[src/rtl/logic_sweep_ctrl.sv]
// logic_sweep_ctrl
// Drives all 16 input vectors into a 4-input combinational block and samples
// its output G. It builds the truth table, counts its ones and compares the
// result against an expected mask.
//
// Build option: define LOGIC_SWEEP_GRAY_EN to walk the vectors in Gray order,
// so that only one input toggles per step. By default the order is binary.
// Either way, each sampled bit lands at the index of its minterm, so the
// results do not depend on the walk order.

module logic_sweep_ctrl #(
    parameter int          SETTLE = 1,         // hold cycles per vector, 1..15
    parameter logic [15:0] EXPECT = 16'h131F   // expected truth table
) (
    input  logic        clk,
    input  logic        rst_n,
    input  logic        start,
    input  logic        abort,
    output logic        vec_w,
    output logic        vec_x,
    output logic        vec_y,
    output logic        vec_z,
    input  logic        g_in,
    output logic        busy,
    output logic        done,
    output logic [15:0] table_out,
    output logic [4:0]  ones,
    output logic        match
);

    typedef enum logic [1:0] {
        ST_IDLE  = 2'd0,
        ST_SWEEP = 2'd1,
        ST_DONE  = 2'd2
    } state_t;

    localparam logic [3:0] SETTLE_L = 4'(SETTLE);

    // Maps a step index onto the minterm that is applied at that step.
    function automatic logic [3:0] seq_of(input logic [3:0] k);
`ifdef LOGIC_SWEEP_GRAY_EN
        return k ^ (k >> 1);
`else
        return k;
`endif
    endfunction

    // Number of ones in a 16-bit table. The result is 5 bits wide so that
    // an all-ones table reports 16 instead of wrapping to 0.
    function automatic logic [4:0] popcount16(input logic [15:0] v);
        logic [4:0] sum;
        sum = '0;
        for (int i = 0; i < 16; i++) begin
            sum = sum + {4'd0, v[i]};
        end
        return sum;
    endfunction

    state_t      state_q, state_d;
    logic [3:0]  k_q, k_d;
    logic [3:0]  cnt_q, cnt_d;
    logic [15:0] shadow_q, shadow_d;
    logic [3:0]  vec_q, vec_d;
    logic        busy_q, busy_d;
    logic        done_q, done_d;
    logic [15:0] table_q, table_d;
    logic [4:0]  ones_q, ones_d;
    logic        match_q, match_d;
    logic [3:0]  seq_cur;
    logic [3:0]  seq_nxt;

    // Next-state logic. The shadow table fills up while the sweep runs.
    // The visible results are overwritten only on the edge that enters
    // DONE, so an abort leaves the previous results untouched.
    always_comb begin
        state_d  = state_q;
        k_d      = k_q;
        cnt_d    = cnt_q;
        shadow_d = shadow_q;
        vec_d    = vec_q;
        busy_d   = busy_q;
        done_d   = 1'b0;
        table_d  = table_q;
        ones_d   = ones_q;
        match_d  = match_q;
        seq_cur  = seq_of(k_q);
        seq_nxt  = seq_of(k_q + 4'd1);

        case (state_q)
            ST_IDLE: begin
                vec_d  = 4'd0;
                busy_d = 1'b0;
                if (start && !abort) begin
                    state_d  = ST_SWEEP;
                    k_d      = 4'd0;
                    cnt_d    = SETTLE_L;
                    shadow_d = 16'h0000;
                    vec_d    = seq_of(4'd0);
                    busy_d   = 1'b1;
                end
            end

            ST_SWEEP: begin
                if (abort) begin
                    state_d  = ST_IDLE;
                    busy_d   = 1'b0;
                    vec_d    = 4'd0;
                    shadow_d = 16'h0000;
                end else if (cnt_q <= 4'd1) begin
                    // The vector has been held for SETTLE cycles, so G
                    // is captured at this edge.
                    shadow_d[seq_cur] = g_in;
                    if (k_q != 4'd15) begin
                        k_d   = k_q + 4'd1;
                        vec_d = seq_nxt;
                        cnt_d = SETTLE_L;
                    end else begin
                        state_d = ST_DONE;
                        busy_d  = 1'b0;
                        vec_d   = 4'd0;
                        done_d  = 1'b1;
                        table_d = shadow_d;
                        ones_d  = popcount16(shadow_d);
                        match_d = (shadow_d == EXPECT);
                    end
                end else begin
                    cnt_d = cnt_q - 4'd1;
                end
            end

            ST_DONE: begin
                state_d = ST_IDLE;
                vec_d   = 4'd0;
                busy_d  = 1'b0;
            end

            default: begin
                state_d = ST_IDLE;
                vec_d   = 4'd0;
                busy_d  = 1'b0;
            end
        endcase
    end

    // State and output registers. Reset clears every output, including
    // the last truth table, and takes priority over start and abort.
    always_ff @(posedge clk) begin
        if (!rst_n) begin
            state_q  <= ST_IDLE;
            k_q      <= 4'd0;
            cnt_q    <= 4'd0;
            shadow_q <= 16'h0000;
            vec_q    <= 4'd0;
            busy_q   <= 1'b0;
            done_q   <= 1'b0;
            table_q  <= 16'h0000;
            ones_q   <= 5'd0;
            match_q  <= 1'b0;
        end else begin
            state_q  <= state_d;
            k_q      <= k_d;
            cnt_q    <= cnt_d;
            shadow_q <= shadow_d;
            vec_q    <= vec_d;
            busy_q   <= busy_d;
            done_q   <= done_d;
            table_q  <= table_d;
            ones_q   <= ones_d;
            match_q  <= match_d;
        end
    end

    assign vec_w     = vec_q[3];
    assign vec_x     = vec_q[2];
    assign vec_y     = vec_q[1];
    assign vec_z     = vec_q[0];
    assign busy      = busy_q;
    assign done      = done_q;
    assign table_out = table_q;
    assign ones      = ones_q;
    assign match     = match_q;

endmodule
[config.mk]
export PLATFORM = sky130hd
export DESIGN_NAME = logic_sweep_ctrl
export DESIGN_NICKNAME = d
export VERILOG_FILES = /design/src/rtl/logic_sweep_ctrl.sv
export SDC_FILE = /design/constraint.sdc
export NUM_CORES = 1
export LEC_CHECK = 0
export BUFFER_PORTS_ARGS = -buffer_cell sky130_fd_sc_hd__buf_2
export CAP_MARGIN = 5
export CORE_MARGIN = 2
export CORE_UTILIZATION = 45
export DETAILED_ROUTE_END_ITERATION = 8
export PLACE_DENSITY_LB_ADDON = 0.3
export SETUP_SLACK_MARGIN = 0.05
export SYNTH_ARGS = -nofsm -noshare
export SYNTH_HDL_FRONTEND = slang
export SYNTH_SLANG_ARGS = --single-unit
[constraint.sdc]
create_clock -name clk -period 4.2 [get_ports clk]
set_input_delay 0.84 -clock clk [delete_from_list [all_inputs] [get_ports clk]]
set_output_delay 0.84 -clock clk [all_outputs]
set_load 0.02 [all_outputs]
# ---- Yosys cells after proc, flatten, opt, wreduce, memory -nomap -nowiden
# Cells that the tools add are included.
dict set report totals {
  register_bits 54
  latchBits 0
  ramBits 0
  rom_bits 0
  in_bits 5
  output_inout_bits 28
  wordCells 87
  mem_count 0
}
dict set report op_classes {
  addsub 17
  n_mul 0
  div 0
  magnitude_cmp 3
  eq_ne 10
  shift 0
  muxes 29
  n_bitwise 5
  reduce_logical 13
}
# op n
set op_table {}
lappend op_table {{$add A5 B1 Y5} 11}
lappend op_table {{$mux W16} 3}
lappend op_table {{$mux W4} 9}
lappend op_table {{$pmux W16 S2} 1}
lappend op_table {{$bwmux W16} 1}
lappend op_table {{$eq A16 B13 Y1 const B} 1}
lappend op_table {{$pmux W4 S2} 2}
lappend op_table {{$ne A3 B3 Y1 const B} 3}
lappend op_table {{$mux W2} 4}
lappend op_table {{$ne A2 B2 Y1 const B} 4}
lappend op_table {{$reduce_and A4 Y1} 2}
lappend op_table {{$mux W1} 6}
lappend op_table {{$reduce_and A3 Y1} 2}
lappend op_table {{$add A4 B1 Y5} 1}
lappend op_table {{$lt A4 B5 Y1 const B} 1}
lappend op_table {{$not A1 Y1} 5}
lappend op_table {{$reduce_and A5 Y1} 1}
lappend op_table {{$add A3 B1 Y4} 1}
lappend op_table {{$add A4 B1 Y4 const B} 1}
lappend op_table {{$demux W1 S4} 1}
lappend op_table {{$ge A4 B1 Y1 const B} 1}
lappend op_table {{$le A4 B1 Y1 const B} 1}
lappend op_table {{$ne A4 B4 Y1 const B} 1}
lappend op_table {{$pmux W2 S2} 1}
lappend op_table {{other kinds (12)} 13}

# ---- Logic depth before layout (Yosys ltp)
# Gate-level depths: netlist of the first run.
dict set report depth {
  depth_word 20
  ltp_mapped 19
  mapped_depth_nobuf 19
}

# ---- Worst setup path before layout of the first run
# Ideal clock, no wire load.
dict set report synth_path {
  path_kind {input port to flip-flop}
  from {input g_in}
  to {register ones_q[2] (netlist: ones[2])}
  setup_time_ns 0.115
  t_arrival_ns 4.279
  required_time_ns 4.085
  setup_slack_ns -0.193
  stages 14
  n_path_buf 1
  path_cell_list {clkbuf_1 > mux2_2 > fa_1 > inv_1 > fa_1 > fa_1 > fa_1 > inv_1 > ha_1 > inv_1 > fa_1 > xor2_1 > o21ai_0 > and2_1}
}
dict set report synth_between {
  elab_chain_cells 16
}
# element line
set synth_lines {}
lappend synth_lines {{from (decl)} 23} ;# input logic g_in,
lappend synth_lines {{$bwmux W16 *} 112} ;# shadow_d[seq_cur] = g_in;
lappend synth_lines {{$add A1 B1 Y2} 54} ;# sum = sum + {4'd0, v[i]};
lappend synth_lines {{$add A2 B1 Y3} 54}
lappend synth_lines {{$add A3 B1 Y4} 54}
lappend synth_lines {{$add A4 B1 Y5} 54}
lappend synth_lines {{$add A5 B1 Y5 (10 in a row)} 54}
lappend synth_lines {{$add A5 B1 Y5 *} 54}
lappend synth_lines {{to (signal assigned)} 168} ;# ones_q <= ones_d;
lappend synth_lines {{to (decl)} 67} ;# logic [4:0] ones_q, ones_d;
# Mark *: on every way between the ends. The rest lies on a longest branch, timed or not.
# A chain may end at the register's enable or synchronous reset.

# ---- Worst setup path after layout of the first run
dict set report layout_path {
  from {register k_q[0]}
  to {register ones_q[2] (netlist: ones[2])}
}
dict set report layout_between {
  elab_chain_cells 20
  elab_cells_between_ends 24
  cone_classes {add/sub (15); order compare (2); eq/ne (1); mux (3); bitwise (1); reduce/logical (2)}
}
# element line
set layout_lines {}
lappend layout_lines {{from (decl)} 60} ;# logic [3:0] k_q, k_d;
lappend layout_lines {{from (signal assigned)} 161} ;# k_q <= k_d;
lappend layout_lines {{$lt A4 B5 Y1 (implied by the code) or $ge A4 B1 Y1 (tied branches)} 112}
lappend layout_lines {{$logic_and A1 B1 Y1 (implied by the code)} 112}
lappend layout_lines {{$mux W1 (implied by the code)} 112}
lappend layout_lines {{$demux W1 S4} 112}
lappend layout_lines {{$bwmux W16} 112}
lappend layout_lines {{$add A1 B1 Y2} 54}
lappend layout_lines {{$add A2 B1 Y3} 54}
lappend layout_lines {{$add A3 B1 Y4} 54}
lappend layout_lines {{$add A4 B1 Y5} 54}
lappend layout_lines {{$add A5 B1 Y5 (11 in a row)} 54}
# Parallel ways exist; a longest one is shown, timed or not.

==> results of run 1 <==
==> what timing repair did <==
action,4_1_cts,5_1_grt
pin swaps,0,3
endpoints found under the hold margin,0,0
gates resized for setup,7,17
setup buffers,1,1
endpoints found under the setup margin,4,4
==> routing by layer <==
metal | part of all wire, % | track usage, % | up-vias
li1 | - | - | 1178
met1 | 46 | 26.35 | 1125
met2 | 47 | 31.60 | 63
met3 | 5.2 | 3.540 | 9
met4 | 1.9 | 6.494 | 0
met5 | 0 | 0 | -
==> worst paths after layout <==
kind | from | to | slack (ps) | depth (start not counted)
setup reg to reg | k_q[0] | ones[2] | 30 | 17
hold reg to reg | ones[3] | ones[3] | 450 | 2
setup / recovery | k_q[0] | ones[2] | 30 | 17
hold / removal | ones[3] | ones[3] | 450 | 2
==> sequential cells by signal, summed over array words and instances (netlist names) <==
register	flops
match	1
state_q	2
ones	5
table_out	16
done	1
k_q	4
busy	1
shadow_q	16
vec_q	4
cnt_q	4
==> worst max-delay path: stages, from the launching register on <==
cell and delay [ps]:
dfxtp_4 380, buf_4 140, inv_2 70, ha_4 150, nand2_2 50, mux2_4 310, fa_1 560, inv_2 40
fa_1 460, fa_1 510, fa_1 410, inv_1 70, ha_2 180, inv_2 40, fa_2 340, xor2_1 140
o21ai_1 70, and2_1 150
==> cell usage in the layout, fill, tap and decap left out, types with 4 or more instances in the layout <==
cell	instances
mux2i_1	6
a21boi_0	7
nor2_1	18
and2_1	4
nor2b_1	22
a32o_1	4
o21ai_0	5
fa_1	9
buf_2	32
a22oi_1	16
nand3b_1	9
o211a_1	6
nand2_1	27
xor2_1	4
inv_1	16
mux2_4	5
nand3_1	14
clkbuf_8	5
mux2_2	4
dfxtp_1	50
inv_2	6
ha_1	8
a21oi_1	4
nand4_1	5
buf_4	34
==> cells by family (layout without fill, tap and decap cells) <==
logic type,count (synthesis),count (layout),share of synthesized area [%]
compound gates,55,55,14.34
xor+xnor,6,6,1.808
fa+ha+maj,22,22,12.05
buf+inv,41,97,6.629
flops,54,54,37.19
mux,18,18,6.759
simple gates,115,115,21.22
==> power groups by stage <==
| stage | clock network [mW] | logic (mW) | registers (mW) |
|---|---|---|---|
| 2_1_floorplan | 0 | 0.0544 | 0.532 |
| 3_5_place_dp | 0 | 0.0691 | 0.532 |
| 6_report | 0.306 | 0.0713 | 0.519 |
| 3_3_place_gp | 0 | 0.0688 | 0.532 |
| 4_1_cts | 0.310 | 0.0694 | 0.520 |
| 5_1_grt | 0.335 | 0.0807 | 0.520 |
==> layout make-up <==
class                           count  area, um2
Clock inverter                      3      25.02
Inverter                           22      82.58
Multi-Input combinational cell    216       1718
Tap cell                           77      96.34
Clock buffer                        5      68.82
Fill cell                         582       2805
Sequential cell                    54       1091
Timing Repair Buffer               67      426.7
==> metrics by stage <==
step | utilization [%] | setup WS, ps | total power [mW]
2_1_floorplan | - | 0.6772 | 0.5861
5_1_grt | 55.57 | -157.6 | 0.9356
4_1_cts | 54.74 | -5.146 | 0.8995
3_3_place_gp | 52.68 | -202.6 | 0.6008
6_report | 55.57 | 29.54 | 0.8966
3_5_place_dp | 52.68 | -221.7 | 0.6013
==> flow_summary.ini, run 1 <==
[synthesis]
syn_inst = 311
post_synth_num_cell_types = 45
synth_seq_cells = 54
ys_warn_count = 0
syn-cell-area_mm2 = 0.002907
synth_area_leaders = dfxtp_1 (37%), fa_1 (6.9%), ha_1 (5.2%), nor2b_1 (4.7%), a22oi_1 (4.1%)
yosysTopAreaCellShare_pct = 37.19
syn_area_per_cell_um2 = 9.346
synth_common_cells = dfxtp_1 (54), nand2_1 (28), inv_1 (22), nor2b_1 (22), nor2_1 (19)
yosysSeqAreaShare_pct = 37.19
syn-num-nets = 338
synth-edff-count = 0
ys.flop_type = dfxtp_1
synth.most_common_cell = dfxtp_1
async_flop_share_pct = 0
yosysTopAreaCell = dfxtp_1

[floorplan]
coreArea_mm2 = 0.006314
rows = 29
die-area_mm2 = 0.007117
die_x_um = 84.37
die_h_um = 84.37
io_pins = 33
initial_core_util_pct = 46.04

[clock_tree]
path_clk_slew_ps = 100
cts_inserted_buffers = 5
cts-root-buf = clkbuf_8
cts_max_level = 2
hold_buffers = 0
clk_path_buf_depth = 2
cts_tree = yes
insertion_delay_ps = 320
clkSinkCount = 54

[power]
p_sw_share_pct = 26.26
power_density_mw_per_mm2 = 255.6
p_leak_nw = 1.562
intPower_mw = 0.6611
power_frac_seq_pct = 57.9
power.share.clock_pct = 34.1
max-vdd-ir-drop_mv = 0.1589
combPwrFrac_pct = 7.9
p_switching_mw = 0.2354

[sta]
slew_headroom_pct = 30.63
holdWs_ps = 450.9
setup_tns_ps = 0
fin_crit_ps = 4170
post-route-period-util_pct = 99.30
fmaxAchievable_mhz = 239.8
hold_viol = 0
worst_pin_slew_ps = 1037
setup_viol = 0
skew_ps = 6.774
slew_viol_final = 0
rsz0062_at_grt = true

[layout]
drive_above_1_share_pct = 29.16
postLayoutCellArea_mm2 = 0.003508
final_nets = 393
diodes = 0
final-instance-count-excl-fill = 444
area_growth_pct = 20.71

[detailed_routing]
drt_wl_total_um = 6626
drt_first_pass_iters = 4
drc = 0
antenna_left = 0
drt_iter0_markers = 221
avgRoutedWirePerCell_um = 14.92
num_vias = 2375
via_per_inst = 5.349

[grt]
grt_pass1_vias = 2267
grt_max_degree = 50
grt_overflow_total = 0
grtUsageTotal_pct = 19.46
grt_first_pass_wirelength_um = 11010
antenna_found_initial = 0

[worst_setup_path]
path_max_fanout = 3
arrival_ps = 4390
crit_required_ps = 4420
endpoint_kind = flip-flop
crit_type = flip-flop to flip-flop
critPathLaunchType = flip-flop

[place]
place_area_mm2 = 0.003326
io_buffer_count = 32
hpwl_um = 4867
place_congestion = 0.9014
dp.cells = 434

[run_status]
status = complete, no violations

[job]
maxCapViolations = 0

[hold_path]
hold_path.class = flip-flop to flip-flop
(Power assumes the default switching activity.)
==> run 2, diff against run 1 <==
==> constraint.sdc (replaced) <==
create_clock -name clk -period 4.54 [get_ports clk]
set_input_delay 0.908 -clock clk [delete_from_list [all_inputs] [get_ports clk]]
set_output_delay 0.908 -clock clk [all_outputs]
set_load 0.02 [all_outputs]
==> run 2 against run 1 <==
Non-clock buffer count shrank 12. Utilization down 2.3 points. Hold slack got worse by 1.1 ps. Combinational power is 10% lower. Clock power fell by 4%. Critical endpoint unchanged. Highest routed layer unchanged.
==> flow_summary.ini, run 2 (same netlist as run 1, synthesis figures left out) <==
[clock_tree]
clkSinkCount = 54
clk_path_buf_depth = 2
insertion_delay_ps = 320
path_clk_slew_ps = 100
cts-root-buf = clkbuf_8
cts_max_level = 2
post-cts-setup-buffers = 0
cts_inserted_buffers = 5
hold_buffers = 0
cts_tree = yes

[place]
hpwl_um = 4699
place_congestion = 0.8160
io_buffer_count = 32
dp_slack_ps = -110.9

[worst_setup_path]
cp_common_cell = fa_1
arrival_ps = 4530
max_stage_delay_ps = 530
path_max_fanout = 4
reg2reg_from = k_q[0]
crit_path_top_delay_cell = fa_1
cp_top_family = adder cells
cp_cell_sequence = buf_4, ha_2, nand3b_1, mux2_2, fa_1, inv_1, fa_1, fa_1, fa_1, inv_1, ha_1, inv_1, fa_2, xor2_1, o21ai_0, and2_1
endpoint_kind = flip-flop
crit_type = flip-flop to flip-flop
critPathLaunchType = flip-flop
crit_required_ps = 4760
startpoint = k_q[0]
cp_num_buf_inv = 4

[detailed_routing]
drc = 0
num_vias = 2312
drt_first_pass_iters = 4
antenna_left = 0
avgRoutedWirePerCell_um = 14.94
drt_wl_total_um = 6456
via_per_inst = 5.352
drt_iter0_markers = 184

[job]
maxCapViolations = 0

[grt]
grt_pass1_vias = 2168
grtUsageTotal_pct = 19.24
grt_max_degree = 50
grt_first_pass_wirelength_um = 10940
grt_overflow_total = 0
antenna_found_initial = 0

[power]
totalPowerFinal_mw = 0.8399
p_leak_nw = 1.507
max-vdd-ir-drop_mv = 0.1419
power_density_mw_per_mm2 = 249.9

[hold_path]
hold_path.class = flip-flop to flip-flop
hold_path.startpoint = match

[sta]
skew_ps = 7.176
setup_viol = 0
fin_crit_ps = 4310
post-route-period-util_pct = 94.93
fmaxAchievable_mhz = 232.0
worst_slack_ps = 230.2
rsz0062_at_grt = false
hold_viol = 0
slew_headroom_pct = 29.53
slew_viol_final = 0
worst_pin_slew_ps = 1053

[layout]
layout_common_cells = dfxtp_1 (51), buf_2 (32), nand2_1 (28)
final_nets = 381
diodes = 0
area_growth_pct = 15.63
drive_above_1_share_pct = 23.38
layout_commonest_cell = dfxtp_1

[floorplan]
rows = 29
io_pins = 33
die_h_um = 84.37
coreArea_mm2 = 0.006314
die_x_um = 84.37
die-area_mm2 = 0.007117
initial_core_util_pct = 46.04

[run_status]
status = complete, no violations
-- run 2: through the flow --
step	hold WS [ps]	cells	util (%)	TNS, ps	cell area [um2]
floorplan	476.2	311	-	0	2907
global placement	438.6	424	51.09	-133.4	3226
detailed placement	442.2	424	51.09	-275.1	3226
CTS	453.7	432	52.73	0	3329
global route	488.8	432	53.23	0	3361
finish	449.8	432	53.23	0	3361
-- run 2: timing repair --
action / 4_1_cts / 5_1_grt
setup endpoints to repair: 2 / 4
resized for setup: 1 / 12
pin swaps: 0 / 1
-- run 2: cell type report --
cell class	count	area (um2)
timing repair buffer	55	336.6
sequential	54	1085
fill	599	2953
inverter	22	82.58
tap	77	96.34
clock inverter	2	16.27
multi-input combinational	216	1662
clock buffer	6	82.58
-- run 2: tightest hold or removal path: cells and delay by family (launching register included) --
family / cells / cell delay, ps
AO/OA/AOI/OAI: 1 / 50
flip-flops: 1 / 320
AND/OR/NAND/NOR: 1 / 50
-- run 2: power by group --
part           switching, mW  total (mW)  leakage [nW]  internal [mW]
sequential           0.00397       0.482         0.437          0.478
combinational         0.0426      0.0642          1.02         0.0216
clock                  0.168       0.294        0.0478          0.126
-- run 2: path summary, 6_finish.rpt --
kind,slack [ps],depth (start not counted),endpoint
min,450,2,match
max,230,16,ones[2]
max reg2reg,230,16,ones[2]
min reg2reg,450,2,match
-- run 2: routing by layer --
layer | GRT usage (%) | routed length [um]
met5 | 0 | 0
met4 | 7.215 | 112
met3 | 3.343 | 289
met2 | 28.79 | 2858
met1 | 27.93 | 3196
